===== config.mk =====
export PLATFORM = sky130hd
export DESIGN_NAME = adc_spi_rx
export DESIGN_NICKNAME = d
export VERILOG_FILES = /design/src/rtl/adc_pkg.sv /design/src/rtl/adc_spi_rx_divisor_sclk.sv /design/src/rtl/adc_spi_rx.sv
export SDC_FILE = /design/constraint.sdc
export NUM_CORES = 1
export LEC_CHECK = 0
export ABC_AREA = 1
export CELL_PAD_IN_SITES_DETAIL_PLACEMENT = 1
export CELL_PAD_IN_SITES_GLOBAL_PLACEMENT = 1
export CORE_ASPECT_RATIO = 1.4
export CORE_MARGIN = 10
export CORE_UTILIZATION = 30
export DETAILED_ROUTE_END_ITERATION = 10
export PLACE_DENSITY = 0.58
export SYNTH_ARGS = -nofsm -noshare
export SYNTH_HDL_FRONTEND = slang
export SYNTH_SLANG_ARGS = --single-unit

===== constraint.sdc =====
create_clock -name clk -period 2.39 [get_ports clk]
set_input_delay 0.3585 -clock clk [delete_from_list [all_inputs] [get_ports clk]]
set_output_delay 0.3585 -clock clk [all_outputs]
set_load 0.02 [all_outputs]

===== src/rtl/adc_pkg.sv =====
// Shared types and constants for the serial ADC receiver.
// The averaging build (ADC_PROMEDIO_EN) uses the accumulator constants below.
package adc_pkg;

  typedef enum logic [1:0] {
    IDLE  = 2'd0,
    CONV  = 2'd1,
    QUIET = 2'd2
  } estado_t;

  localparam int LARGO_TRAMA = 16;
  localparam int ANCHO_DATO  = 12;
  localparam int PROF_PROM   = 4;
  localparam int LOG_PROM    = $clog2(PROF_PROM);
  localparam int ANCHO_ACC   = ANCHO_DATO + LOG_PROM;

endpackage


===== src/rtl/adc_spi_rx_divisor_sclk.sv =====
// Serial clock generator: DIV_SCLK clk cycles per sclk half-period, idle high.
// Emits a sample strobe on the 0->1 edge and an end-of-bit strobe on the 1->0 edge.
module divisor_sclk #(
  parameter int DIV_SCLK = 4
) (
  input  logic clk,
  input  logic reset,
  input  logic arranque,
  input  logic en,
  input  logic ultimo,
  output logic sclk,
  output logic muestra,
  output logic fin_bit
);

  localparam logic [7:0] DIV_MAX = 8'(DIV_SCLK - 1);

  logic [7:0] div;
  logic       fin_medio;

  assign fin_medio = (div == DIV_MAX);
  assign muestra   = en && !sclk && fin_medio;
  assign fin_bit   = en && sclk && fin_medio;

  // The last bit keeps sclk high so the frame ends without an extra falling edge.
  always_ff @(posedge clk) begin
    if (reset) begin
      sclk <= 1'b1;
      div  <= 8'd0;
    end else if (arranque) begin
      sclk <= 1'b0;
      div  <= 8'd0;
    end else if (en) begin
      if (fin_medio) begin
        div <= 8'd0;
        if (!(sclk && ultimo)) sclk <= ~sclk;
      end else begin
        div <= div + 8'd1;
      end
    end else begin
      sclk <= 1'b1;
      div  <= 8'd0;
    end
  end

endmodule


===== src/rtl/adc_spi_rx.sv =====
// 16-bit frame SPI receiver for a 12-bit ADC (4 leading zeros discarded).
// Optional 4-sample averaging is enabled with the macro ADC_PROMEDIO_EN.
module adc_spi_rx
  import adc_pkg::*;
#(
  parameter int DIV_SCLK = 4,
  parameter int Q_CICLOS = 8
) (
  input  logic                  clk,
  input  logic                  reset,
  input  logic                  iniciar,
  input  logic                  sdata,
  output logic                  cs_n,
  output logic                  sclk,
  output logic [ANCHO_DATO-1:0] dato,
  output logic                  dato_listo,
  output logic                  ocupado
);

  // The IDLE turnaround cycle counts as quiet time, so cs_n stays high for
  // Q_CICLOS cycles between back-to-back frames (QUIET needs at least one cycle).
  localparam logic [7:0] Q_ULTIMO = (Q_CICLOS > 1) ? 8'(Q_CICLOS - 2) : 8'd0;

  estado_t               estado, estado_sig;
  logic [3:0]            cnt_bit;
  logic [7:0]            cnt_q;
  logic [ANCHO_DATO-1:0] desplaz;
  logic                  arranque, en_conv, muestra, fin_bit, fin_trama, fin_quiet;

  assign arranque  = (estado == IDLE) && iniciar;
  assign en_conv   = (estado == CONV);
  assign fin_trama = en_conv && fin_bit && (cnt_bit == 4'(LARGO_TRAMA - 1));
  assign fin_quiet = (cnt_q == Q_ULTIMO);
  assign ocupado   = (estado != IDLE);

  divisor_sclk #(.DIV_SCLK(DIV_SCLK)) u_divisor (
    .clk      (clk),
    .reset    (reset),
    .arranque (arranque),
    .en       (en_conv),
    .ultimo   (cnt_bit == 4'(LARGO_TRAMA - 1)),
    .sclk     (sclk),
    .muestra  (muestra),
    .fin_bit  (fin_bit)
  );

  always_comb begin
    estado_sig = estado;
    unique case (estado)
      IDLE:    if (iniciar)   estado_sig = CONV;
      CONV:    if (fin_trama) estado_sig = QUIET;
      QUIET:   if (fin_quiet) estado_sig = IDLE;
      default: estado_sig = IDLE;
    endcase
  end

`ifdef ADC_PROMEDIO_EN
  logic [ANCHO_ACC-1:0] acc;
  logic [ANCHO_ACC-1:0] suma;
  logic [LOG_PROM-1:0]  cnt_prom;

  assign suma = acc + ANCHO_ACC'(desplaz);
`endif

  always_ff @(posedge clk) begin
    if (reset) begin
      estado     <= IDLE;
      cs_n       <= 1'b1;
      cnt_bit    <= 4'd0;
      cnt_q      <= 8'd0;
      desplaz    <= '0;
      dato       <= '0;
      dato_listo <= 1'b0;
`ifdef ADC_PROMEDIO_EN
      acc        <= '0;
      cnt_prom   <= '0;
`endif
    end else begin
      estado     <= estado_sig;
      cs_n       <= (estado_sig != CONV);
      dato_listo <= 1'b0;
      cnt_q      <= (estado == QUIET) ? cnt_q + 8'd1 : 8'd0;
      if (arranque)                cnt_bit <= 4'd0;
      else if (en_conv && fin_bit) cnt_bit <= cnt_bit + 4'd1;
      // The 12-bit register naturally drops the four leading zero bits.
      if (muestra) desplaz <= {desplaz[ANCHO_DATO-2:0], sdata};
      if (fin_trama) begin
`ifdef ADC_PROMEDIO_EN
        if (cnt_prom == LOG_PROM'(PROF_PROM - 1)) begin
          dato       <= suma[ANCHO_ACC-1:LOG_PROM];
          dato_listo <= 1'b1;
          acc        <= '0;
          cnt_prom   <= '0;
        end else begin
          acc      <= suma;
          cnt_prom <= cnt_prom + 1'b1;
        end
`else
        dato       <= desplaz;
        dato_listo <= 1'b1;
`endif
      end
    end
  end

endmodule


# Word-level counts from Yosys, hierarchy flattened

Index checks and enable logic that the tools add are counted.

Word-level logic and storage cells: 47
Register bits: 49
Input port bits: 4

Reductions and logical operators: 15
Bitwise operators: 3
Muxes and demuxes: 9
Add/sub/neg operators: 3
Equal/unequal tests: 8

Operators by type and width:

| kind                                                                   | count |
|---|---|
| 8-bit by 1-bit adder with 8-bit output (second input constant)         | 2 |
| 8-bit by 2-bit equality test with 1-bit output (second input constant) | 1 |
| 8-bit by 3-bit equality test with 1-bit output (second input constant) | 1 |
| 1-bit logical AND                                                      | 8 |
| 2-bit 2-to-1 mux                                                       | 3 |
| 2-bit one-hot mux with 3 select lines                                  | 1 |
| 1-bit 2-to-1 mux                                                       | 5 |
| 4-bit by 1-bit adder with 4-bit output (second input constant)         | 1 |
| 4-bit equality test (second input constant)                            | 1 |
| 2-bit OR reduction                                                     | 2 |
| 4-bit OR reduction                                                     | 1 |
| 3-bit by 2-bit != test with 1-bit output (second input constant)       | 1 |
| 3-bit != test (second input constant)                                  | 1 |
| 1-bit inverter                                                         | 3 |
| 2-bit by 1-bit equality test with 1-bit output (second input constant) | 1 |
| 2-bit equality test (second input constant)                            | 1 |
| 2-bit logical NOT                                                      | 1 |
| 2-bit by 1-bit != test with 1-bit output (second input constant)       | 1 |
| 2-bit AND reduction                                                    | 1 |
| 2-bit nonzero test                                                     | 1 |
| 1-bit logical NOT                                                      | 1 |

# Longest topological paths before layout

Gate-level depths: netlist (run 1).

Depth after elaboration: 8
Gate-level depth with buffers: 9
Gate-level depth less buffers: 8

# Cells and area by module

A second synthesis (run 1) with hierarchy kept.

Cells, all modules: 267
Area total of the unflattened synthesis: 1,996.9 sq um

Modules (own cells, without submodules):

| module       | area each (sq um) | cells an instance | times used | sequential area each (sq um) |
|---|---|---|---|---|
| adc_spi_rx   | 1,530.2           | 200               | 1          | 800.8 |
| divisor_sclk | 466.7             | 67                | 1          | 180.2 |

# Worst setup path before layout (run 1)

OpenSTA, ideal clock, no wires.

Kind: flip-flop to flip-flop
Start point: reg cnt_bit[0]
End point: reg dato[10]
Arrival time: 1.191 ns
Stages on the path, launching flop included: 8
Setup slack: 1.084 ns
Required time: 2.275 ns
Path through: dfxtp_1 ha_1 nand3_1 nor2_4 buf_4 nand3b_1 nand2_1 nor2_1

Longest elaborated chain between the ends: 2

RTL lines:

| element                | line             | source |
|---|---|---|
| start, declared        | adc_spi_rx.sv:25 | `logic [3:0] cnt_bit;` |
| start signal, assigned | adc_spi_rx.sv:84 | `else if (en_conv && fin_bit) cnt_bit <= cnt_bit + 4'd1;` |
| 4-bit equality test    | adc_spi_rx.sv:32 | `assign fin_trama = en_conv && fin_bit && (cnt_bit == 4'(LARGO_TRAMA - 1));` |
| 1-bit logical AND      | adc_spi_rx.sv:32 |  |
| end signal, assigned   | adc_spi_rx.sv:99 | `dato <= desplaz;` |
| end, declared          | adc_spi_rx.sv:15 | `output logic [ANCHO_DATO-1:0] dato,` |

No other way between the ends.
A chain may end at the register's enable or synchronous reset.

# Final worst setup path (run 1)

Start point: reg estado[0]
End point: out ocupado

Longest elaborated chain between the ends: 1

RTL lines:

| element                | line             | source |
|---|---|---|
| start, declared        | adc_spi_rx.sv:24 | `estado_t estado, estado_sig;` |
| start signal, assigned | adc_spi_rx.sv:79 | `estado <= estado_sig;` |
| 2-bit nonzero test     | adc_spi_rx.sv:34 | `assign ocupado = (estado != IDLE);` |
| end, declared          | adc_spi_rx.sv:17 | `output logic ocupado` |

No other way between the ends.

==> impl_metrics.prom, run 1 <==
# TYPE chip_impl_metric gauge
chip_impl_metric{name="synth_seq_cells",unit=""} 49
chip_impl_metric{name="syn_area",unit="sq mm"} 0.00210
chip_impl_info{name="synth_top_cells_by_count",value="sky130_fd_sc_hd__nand2_1, sky130_fd_sc_hd__dfxtp_1, sky130_fd_sc_hd__a21oi_1"} 1
chip_impl_metric{name="layout.filler_cells",unit=""} 879
chip_impl_metric{name="place_area",unit="sq mm"} 0.00237
chip_impl_metric{name="grt-ovfl-total",unit=""} 0
chip_impl_metric{name="setup_tns",unit="ps"} 0
chip_impl_metric{name="drt_first_pass_iters",unit=""} 3
chip_impl_metric{name="io_buffer_count",unit=""} 19
chip_impl_metric{name="number_of_flops_mapped_to_enable_cells_by_yosys",unit=""} 0
chip_impl_metric{name="floorplan.initialDensity",unit=""} 0.305
chip_impl_metric{name="cts.path.max_buffers",unit=""} 2
chip_impl_metric{name="critical_path.max_fanout",unit=""} 4
chip_impl_metric{name="vias_per_cell",unit=""} 4.56
chip_impl_metric{name="worstSkewPairLatency",unit="ps"} 310
chip_impl_metric{name="post_cts_setup_buffer_count",unit=""} 0
chip_impl_metric{name="fraction_of_layout_cells_with_a_size_suffix_above_1",unit=""} 0.0602
chip_impl_metric{name="antenna_found_initial",unit=""} 0
chip_impl_metric{name="area_of_the_die",unit="sq mm"} 0.0108
chip_impl_info{name="start_kind",value="register"} 1
chip_impl_metric{name="maxCapViolCount",unit=""} 0
chip_impl_metric{name="routedWlPerCell",unit="microns"} 11.7
chip_impl_metric{name="layout_min_cycle_time",unit="ps"} 1770
chip_impl_metric{name="clock_tree.htree_level_count",unit=""} 2
chip_impl_metric{name="ys_types",unit=""} 24
chip_impl_metric{name="area.sequential",unit="sq um"} 981
chip_impl_metric{name="maximum_number_of_pins_on_one_net_before_global_route_repair",unit=""} 26
chip_impl_metric{name="fin_area",unit="sq mm"} 0.00249
chip_impl_info{name="path_class",value="reg -> out"} 1
chip_impl_info{name="synth_most_common_cell",value="sky130_fd_sc_hd__nand2_1"} 1
chip_impl_info{name="setup_repair_after_global_routing_missed_its_margin",value="false"} 1
chip_impl_info{name="critical_path.reg2reg.endpoint",value="desplaz[11]"} 1
chip_impl_metric{name="drt_iter0_markers",unit=""} 53
chip_impl_info{name="synth_top_area_cell",value="sky130_fd_sc_hd__dfxtp_1"} 1
chip_impl_metric{name="final_hold_viol_count",unit=""} 0
chip_impl_metric{name="cts.reportedPaths.clkPinSlew",unit="ps"} 90
chip_impl_metric{name="route.detailed.drc",unit=""} 0
chip_impl_metric{name="post-route-period-util",unit=""} 0.742
chip_impl_metric{name="drtAntennaViolNets",unit=""} 0
chip_impl_metric{name="floorplan.io_pins",unit=""} 20
chip_impl_metric{name="arrival",unit="ps"} 1420
chip_impl_metric{name="worst_endpoint_required_time",unit="ps"} 2030
chip_impl_metric{name="max-vdd-ir-drop",unit="mV"} 0.233
chip_impl_metric{name="antenna_cells",unit=""} 0
chip_impl_metric{name="tritoncts.num_buffers",unit=""} 5
chip_impl_metric{name="total_power",unit="uW"} 1500
chip_impl_metric{name="r2r_cells",unit=""} 7
chip_impl_metric{name="synth.top_cell.area_share",unit=""} 0.467
chip_impl_metric{name="synth_warnings",unit=""} 0
chip_impl_metric{name="post_synth_inst_count",unit=""} 277
chip_impl_metric{name="worst_pin_slew",unit="ps"} 392
chip_impl_metric{name="grt_first_pass_wirelength",unit="microns"} 8270
chip_impl_metric{name="postSynth.asyncResetShare",unit=""} 0
chip_impl_metric{name="final_gp_congestion",unit=""} 0.743
chip_impl_info{name="hold_start",value="u_divisor.div[0]"} 1
chip_impl_metric{name="fmax",unit="MHz"} 564
chip_impl_info{name="end_kind",value="output port"} 1
chip_impl_info{name="synth_area_leaders",value="sky130_fd_sc_hd__dfxtp_1, sky130_fd_sc_hd__nand2_1, sky130_fd_sc_hd__a21oi_1, sky130_fd_sc_hd__nand3_1, sky130_fd_sc_hd__nor2_1"} 1
chip_impl_metric{name="count_of_vias_placed_by_the_detailed_router",unit=""} 1795
chip_impl_metric{name="drt_wl_total",unit="microns"} 4590
chip_impl_info{name="cts_root_buf",value="sky130_fd_sc_hd__clkbuf_8"} 1
chip_impl_metric{name="syn-mean-instance-area",unit="sq um"} 7.59
chip_impl_metric{name="die_width",unit="microns"} 90.7
chip_impl_metric{name="synth.yosys.seq_area_share",unit=""} 0.467
chip_impl_metric{name="power-per-cell-area",unit="mW/mm^2"} 603
chip_impl_metric{name="holdBufCountCts",unit=""} 0
chip_impl_metric{name="clock-skew-final",unit="ps"} 10.5
chip_impl_metric{name="floorplan.rows",unit=""} 36
chip_impl_metric{name="final_nets",unit=""} 306
chip_impl_metric{name="final-max-slew-violation-count",unit=""} 0
chip_impl_info{name="hp-class",value="reg -> reg"} 1
chip_impl_metric{name="cts.sinks",unit=""} 49
chip_impl_metric{name="synth.net_count",unit=""} 285
chip_impl_metric{name="max-slew-margin-rel",unit=""} 0.738
chip_impl_info{name="worst_r2r_startpoint",value="u_divisor.div[0]"} 1
chip_impl_info{name="holdPathEnd",value="u_divisor.div[0]"} 1
chip_impl_info{name="outcome",value="completed"} 1
chip_impl_info{name="synth-main-ff-cell",value="sky130_fd_sc_hd__dfxtp_1"} 1
chip_impl_metric{name="first_global_vias",unit=""} 1858
chip_impl_info{name="tritoncts",value="done"} 1
chip_impl_metric{name="fp.coreArea",unit="sq mm"} 0.00689
chip_impl_metric{name="setup_violations",unit=""} 0
chip_impl_metric{name="leak",unit="uW"} 0.000905
chip_impl_metric{name="floorplan.die.height",unit="microns"} 119
chip_impl_metric{name="postCtsResizedCells",unit=""} 0
chip_impl_metric{name="place_hpwl",unit="microns"} 3450
chip_impl_metric{name="flow.area_growth_from_synthesis",unit="%"} 18.3
chip_impl_metric{name="globalRouteTotalUtil",unit=""} 0.0915
chip_impl_metric{name="multiInputGateArea",unit="sq um"} 950
chip_impl_metric{name="reg2reg_setup_slack",unit="ps"} 710
chip_impl_metric{name="holdPathStages",unit=""} 1
registers in the layout, summed over array words and instances, names as in the netlist:
name,flops
u_divisor.sclk,1
dato,12
estado,2
u_divisor.div,8
cnt_q,8
cs_n,1
dato_listo,1
cnt_bit,4
desplaz,12
area by class of cell:
type / count / area share
sequential: 49 / 0.395
timing repair buffer: 25 / 0.0946
clock inverter: 3 / 0.0186
tap: 95 / 0.0478
clock buffer: 5 / 0.0277
multi-input combinational: 194 / 0.382
inverter: 23 / 0.0347
worst max path at each step:
stage | from | end
2_1_floorplan | cnt_bit[0] | dato[10]
3_3_place_gp | reset | u_divisor.div[7]
3_5_place_dp | reset | u_divisor.div[2]
4_1_cts | estado[0] | ocupado
5_1_grt | u_divisor.div[0] | desplaz[8]
6_report | estado[0] | ocupado
metal layers:
metal / global-route usage / vias to the layer above / share of wire
li1: - / 938 / -
met1: 0.0893 / 837 / 0.41
met2: 0.172 / 16 / 0.54
met3: 0.0264 / 4 / 0.036
met4: 0.0419 / 0 / 0.019
met5: 0 / - / 0
critical path: stages, from the launching register on:
cell and delay [ps]:
sky130_fd_sc_hd__dfxtp_1 390, sky130_fd_sc_hd__inv_1 70, sky130_fd_sc_hd__nand2_1 60, sky130_fd_sc_hd__clkdlybuf4s50_1 600
cell families after synthesis:
logic type                 Yosys count  synth area share
xor gates and xnor gates             5            0.0208
AOI/OAI and AO/OA                   40            0.0976
DFF                                 49             0.467
and+or+nand+nor                    145             0.310
adders and majority gates            4            0.0238
buffers and inverters               34            0.0815
cells in the final DEF (no fill, tap or decap), types with 2 or more instances in the layout:
master                            Yosys  layout
sky130_fd_sc_hd__a21oi_1             36      36
sky130_fd_sc_hd__clkdlybuf4s50_1      0      19
sky130_fd_sc_hd__o21bai_1             2       2
sky130_fd_sc_hd__ha_1                 4       4
sky130_fd_sc_hd__nor2_1              32      32
sky130_fd_sc_hd__inv_1               22      22
sky130_fd_sc_hd__nand3_1             26      26
sky130_fd_sc_hd__clkbuf_8             0       5
sky130_fd_sc_hd__nand4_1              3       3
sky130_fd_sc_hd__o21ai_0              2       2
sky130_fd_sc_hd__xnor2_1              2       2
sky130_fd_sc_hd__nand2_1             66      66
sky130_fd_sc_hd__buf_4                3       6
sky130_fd_sc_hd__nand3b_1            13      13
sky130_fd_sc_hd__xor2_1               3       3
sky130_fd_sc_hd__dfxtp_1             49      49
metrics by stage:
stage          setup slack, ps  hold slack, ps  utilization  std cells
2_1_floorplan             1080             418            -        277
3_3_place_gp               712             428        0.344        386
3_5_place_dp               631             445        0.344        386
4_1_cts                    586             460        0.361        394
5_1_grt                    517             490        0.361        394
6_report                   616             460        0.361        394
where the power goes:
group / leakage, uW / switching [uW] / total [uW] / internal [uW]
logic: 0.000455 / 41.2 / 66.8 / 25.7
registers: 0.000395 / 5.25 / 827 / 822
clock network: 0.0000543 / 292 / 605 / 314
total: 0.000905 / 338 / 1500 / 1160
No activity file was read; power rests on OpenSTA's default activity.
==> run 2: changes to the inputs <==
- clock period: 2.39 -> 1.7 ns (I/O delays scaled with it)
==> impl_metrics.prom, run 2 (same netlist as run 1, synthesis figures left out) <==
# TYPE chip_impl_metric gauge
chip_impl_info{name="outcome",value="completed"} 1
chip_impl_metric{name="post_cts_setup_buffer_count",unit=""} 0
chip_impl_metric{name="antenna_found_initial",unit=""} 0
chip_impl_metric{name="antenna_cells",unit=""} 0
chip_impl_info{name="cp_cell_sequence",value="clkdlybuf4s50_1"} 1
chip_impl_metric{name="drt_iter0_markers",unit=""} 39
chip_impl_metric{name="drtAntennaViolNets",unit=""} 0
chip_impl_metric{name="total_power",unit="uW"} 2120
chip_impl_metric{name="comb_power_share",unit=""} 0.045
chip_impl_metric{name="intPower",unit="uW"} 1670
chip_impl_metric{name="fin_util",unit=""} 0.367
chip_impl_metric{name="path_depth",unit=""} 1
chip_impl_metric{name="worstPathBufferInverterCount",unit=""} 1
chip_impl_metric{name="count_of_vias_placed_by_the_detailed_router",unit=""} 1802
chip_impl_metric{name="fmax",unit="MHz"} 631
chip_impl_metric{name="floorplan.initialDensity",unit=""} 0.305
chip_impl_metric{name="max-slew-margin-rel",unit=""} 0.806
chip_impl_metric{name="sw_share",unit=""} 0.212
chip_impl_metric{name="final_gp_congestion",unit=""} 0.727
chip_impl_info{name="cts_root_buf",value="sky130_fd_sc_hd__clkbuf_8"} 1
chip_impl_metric{name="die_width",unit="microns"} 90.7
chip_impl_info{name="path_delay_family",value="buffers and inverters"} 1
chip_impl_metric{name="drt_wl_total",unit="microns"} 4540
chip_impl_metric{name="post-route-period-util",unit=""} 0.932
chip_impl_metric{name="power-per-cell-area",unit="mW/mm^2"} 838
chip_impl_metric{name="floorplan.io_pins",unit=""} 20
chip_impl_metric{name="clock-skew-final",unit="ps"} 8.38
chip_impl_metric{name="worst_pin_slew",unit="ps"} 291
chip_impl_metric{name="final_hold_viol_count",unit=""} 0
chip_impl_metric{name="fraction_of_layout_cells_with_a_size_suffix_above_1",unit=""} 0.0664
chip_impl_metric{name="whs",unit="ps"} 452
chip_impl_info{name="end_kind",value="output port"} 1
chip_impl_metric{name="cts.sinks",unit=""} 49
chip_impl_info{name="top_regs",value="dato: 12 flops, desplaz: 12 flops"} 1
chip_impl_metric{name="final-max-slew-violation-count",unit=""} 0
chip_impl_info{name="most-common-layout-cells",value="sky130_fd_sc_hd__nand2_1, sky130_fd_sc_hd__dfxtp_1, sky130_fd_sc_hd__a21oi_1"} 1
chip_impl_metric{name="floorplan.die.height",unit="microns"} 119
chip_impl_metric{name="pre_cts_slack",unit="ps"} 100
chip_impl_metric{name="setup_tns",unit="ps"} 0
chip_impl_info{name="setup_repair_after_global_routing_missed_its_margin",value="false"} 1
chip_impl_info{name="critical_path.reg2reg.endpoint",value="u_divisor.sclk"} 1
chip_impl_metric{name="clock_power_share",unit=""} 0.408
chip_impl_metric{name="switchingPower",unit="uW"} 451
chip_impl_metric{name="vias_per_cell",unit=""} 4.55
chip_impl_metric{name="flow.area_growth_from_synthesis",unit="%"} 20.5
chip_impl_metric{name="worstSkewPairLatency",unit="ps"} 300
chip_impl_metric{name="worst_endpoint_required_time",unit="ps"} 1440
chip_impl_metric{name="layout_min_cycle_time",unit="ps"} 1580
chip_impl_metric{name="setup_violations",unit=""} 0
chip_impl_info{name="hp-class",value="reg -> reg"} 1
chip_impl_metric{name="grt_first_pass_wirelength",unit="microns"} 8200
chip_impl_metric{name="fp.coreArea",unit="sq mm"} 0.00689
chip_impl_metric{name="timing.final.ws_setup",unit="ps"} 116
chip_impl_info{name="slowest_stage",value="sky130_fd_sc_hd__clkdlybuf4s50_1"} 1
chip_impl_metric{name="arrival",unit="ps"} 1330
chip_impl_metric{name="routedWlPerCell",unit="microns"} 11.5
chip_impl_metric{name="place_hpwl",unit="microns"} 3360
chip_impl_metric{name="cts.path.max_buffers",unit=""} 2
chip_impl_metric{name="sequential_group_share_of_total_power",unit=""} 0.547
chip_impl_info{name="worst_r2r_startpoint",value="u_divisor.div[0]"} 1
chip_impl_metric{name="maxCapViolCount",unit=""} 0
chip_impl_metric{name="maximum_number_of_pins_on_one_net_before_global_route_repair",unit=""} 36
chip_impl_info{name="cp-startpoint",value="u_divisor.sclk"} 1
chip_impl_metric{name="first_global_vias",unit=""} 1811
chip_impl_metric{name="tritoncts.num_buffers",unit=""} 5
chip_impl_metric{name="reg2reg_setup_slack",unit="ps"} 180
chip_impl_metric{name="floorplan.rows",unit=""} 36
chip_impl_info{name="critical_path.endpoint",value="sclk"} 1
chip_impl_metric{name="r2r_cells",unit=""} 8
chip_impl_metric{name="final_nets",unit=""} 308
chip_impl_metric{name="drt_first_pass_iters",unit=""} 2
chip_impl_metric{name="max-vdd-ir-drop",unit="mV"} 0.391
chip_impl_metric{name="critical_path.max_fanout",unit=""} 3
chip_impl_info{name="path_class",value="reg -> out"} 1
chip_impl_metric{name="cpPeakStageDelay",unit="ps"} 630
chip_impl_metric{name="io_buffer_count",unit=""} 19
chip_impl_metric{name="grt-ovfl-total",unit=""} 0
chip_impl_metric{name="area_of_the_die",unit="sq mm"} 0.0108
chip_impl_metric{name="route.detailed.drc",unit=""} 0
chip_impl_metric{name="cts.reportedPaths.clkPinSlew",unit="ps"} 90
chip_impl_info{name="most_common_cell_after_layout_fill_and_taps_aside",value="sky130_fd_sc_hd__nand2_1"} 1
chip_impl_metric{name="leak",unit="uW"} 0.000940
chip_impl_metric{name="clock_tree.htree_level_count",unit=""} 2
chip_impl_info{name="start_kind",value="register"} 1
chip_impl_metric{name="globalRouteTotalUtil",unit=""} 0.0885
chip_impl_info{name="tritoncts",value="done"} 1
-- run 2: cell types whose count changed in the layout (fill, tap and decap cells not counted) --
cell                              previous run  this run
sky130_fd_sc_hd__nand2_1                    66        65
sky130_fd_sc_hd__clkbuf_1                    0         1
sky130_fd_sc_hd__nand2_2                     0         1
sky130_fd_sc_hd__clkinv_4                    1         0
sky130_fd_sc_hd__clkdlybuf4s50_1            19        18
sky130_fd_sc_hd__clkinvlp_4                  1         0
sky130_fd_sc_hd__buf_12                      0         2
sky130_fd_sc_hd__dlymetal6s2s_1              0         1
sky130_fd_sc_hd__clkbuf_8                    5         6
-- run 2: power by group through the flow --
stage | logic, uW | clock network (uW) | registers, uW
final | 95.8 | 866 | 1160
after global routing | 110 | 959 | 1160
after CTS | 100 | 914 | 1160
after detailed placement | 100 | 0 | 1190
after global placement | 99.6 | 0 | 1190
after floorplan | 49.9 | 0 | 1190
-- run 2: worst min-delay path by stage --
stage | startpoint | to | slack [ps] | cells after the start
after global routing | u_divisor.div[0] | u_divisor.div[0] | 490 | 1
after CTS | u_divisor.div[0] | u_divisor.div[0] | 460 | 1
after detailed placement | u_divisor.div[0] | u_divisor.div[0] | 440 | 1
final | u_divisor.div[0] | u_divisor.div[0] | 450 | 1
after floorplan | reset | desplaz[0] | 320 | 1
after global placement | u_divisor.div[0] | u_divisor.div[0] | 430 | 1
-- run 2: what timing repair did --
| action | in CTS | in global routing |
|---|---|---|
| gates resized for setup | 0 | 2 |
| hold buffers | 0 | 0 |
| setup endpoints to repair | 0 | 12 |
| endpoints found under the hold margin | 0 | 0 |
-- run 2: layout make-up --
| cell class | count | area (sq um) |
|---|---|---|
| Multi-Input combinational cell | 194 | 952 |
| Inverter | 23 | 86.3 |
| Sequential cell | 49 | 981 |
| Clock inverter | 1 | 30.0 |
| Timing Repair Buffer | 27 | 278 |
| Fill cell | 860 | 4360 |
| Clock buffer | 7 | 86.3 |
| Tap cell | 95 | 119 |
-- run 2: metrics by stage --
stage	std cells	cell area [sq um]
after global routing	396	2530
after global placement	388	2410
final	396	2530
after detailed placement	388	2410
after floorplan	277	2100
after CTS	396	2530
-- run 2: layer usage --
layer  track usage  share of wire
met5             0              0
met4        0.0359          0.017
met3        0.0258          0.037
met2         0.159           0.52
met1        0.0941           0.43
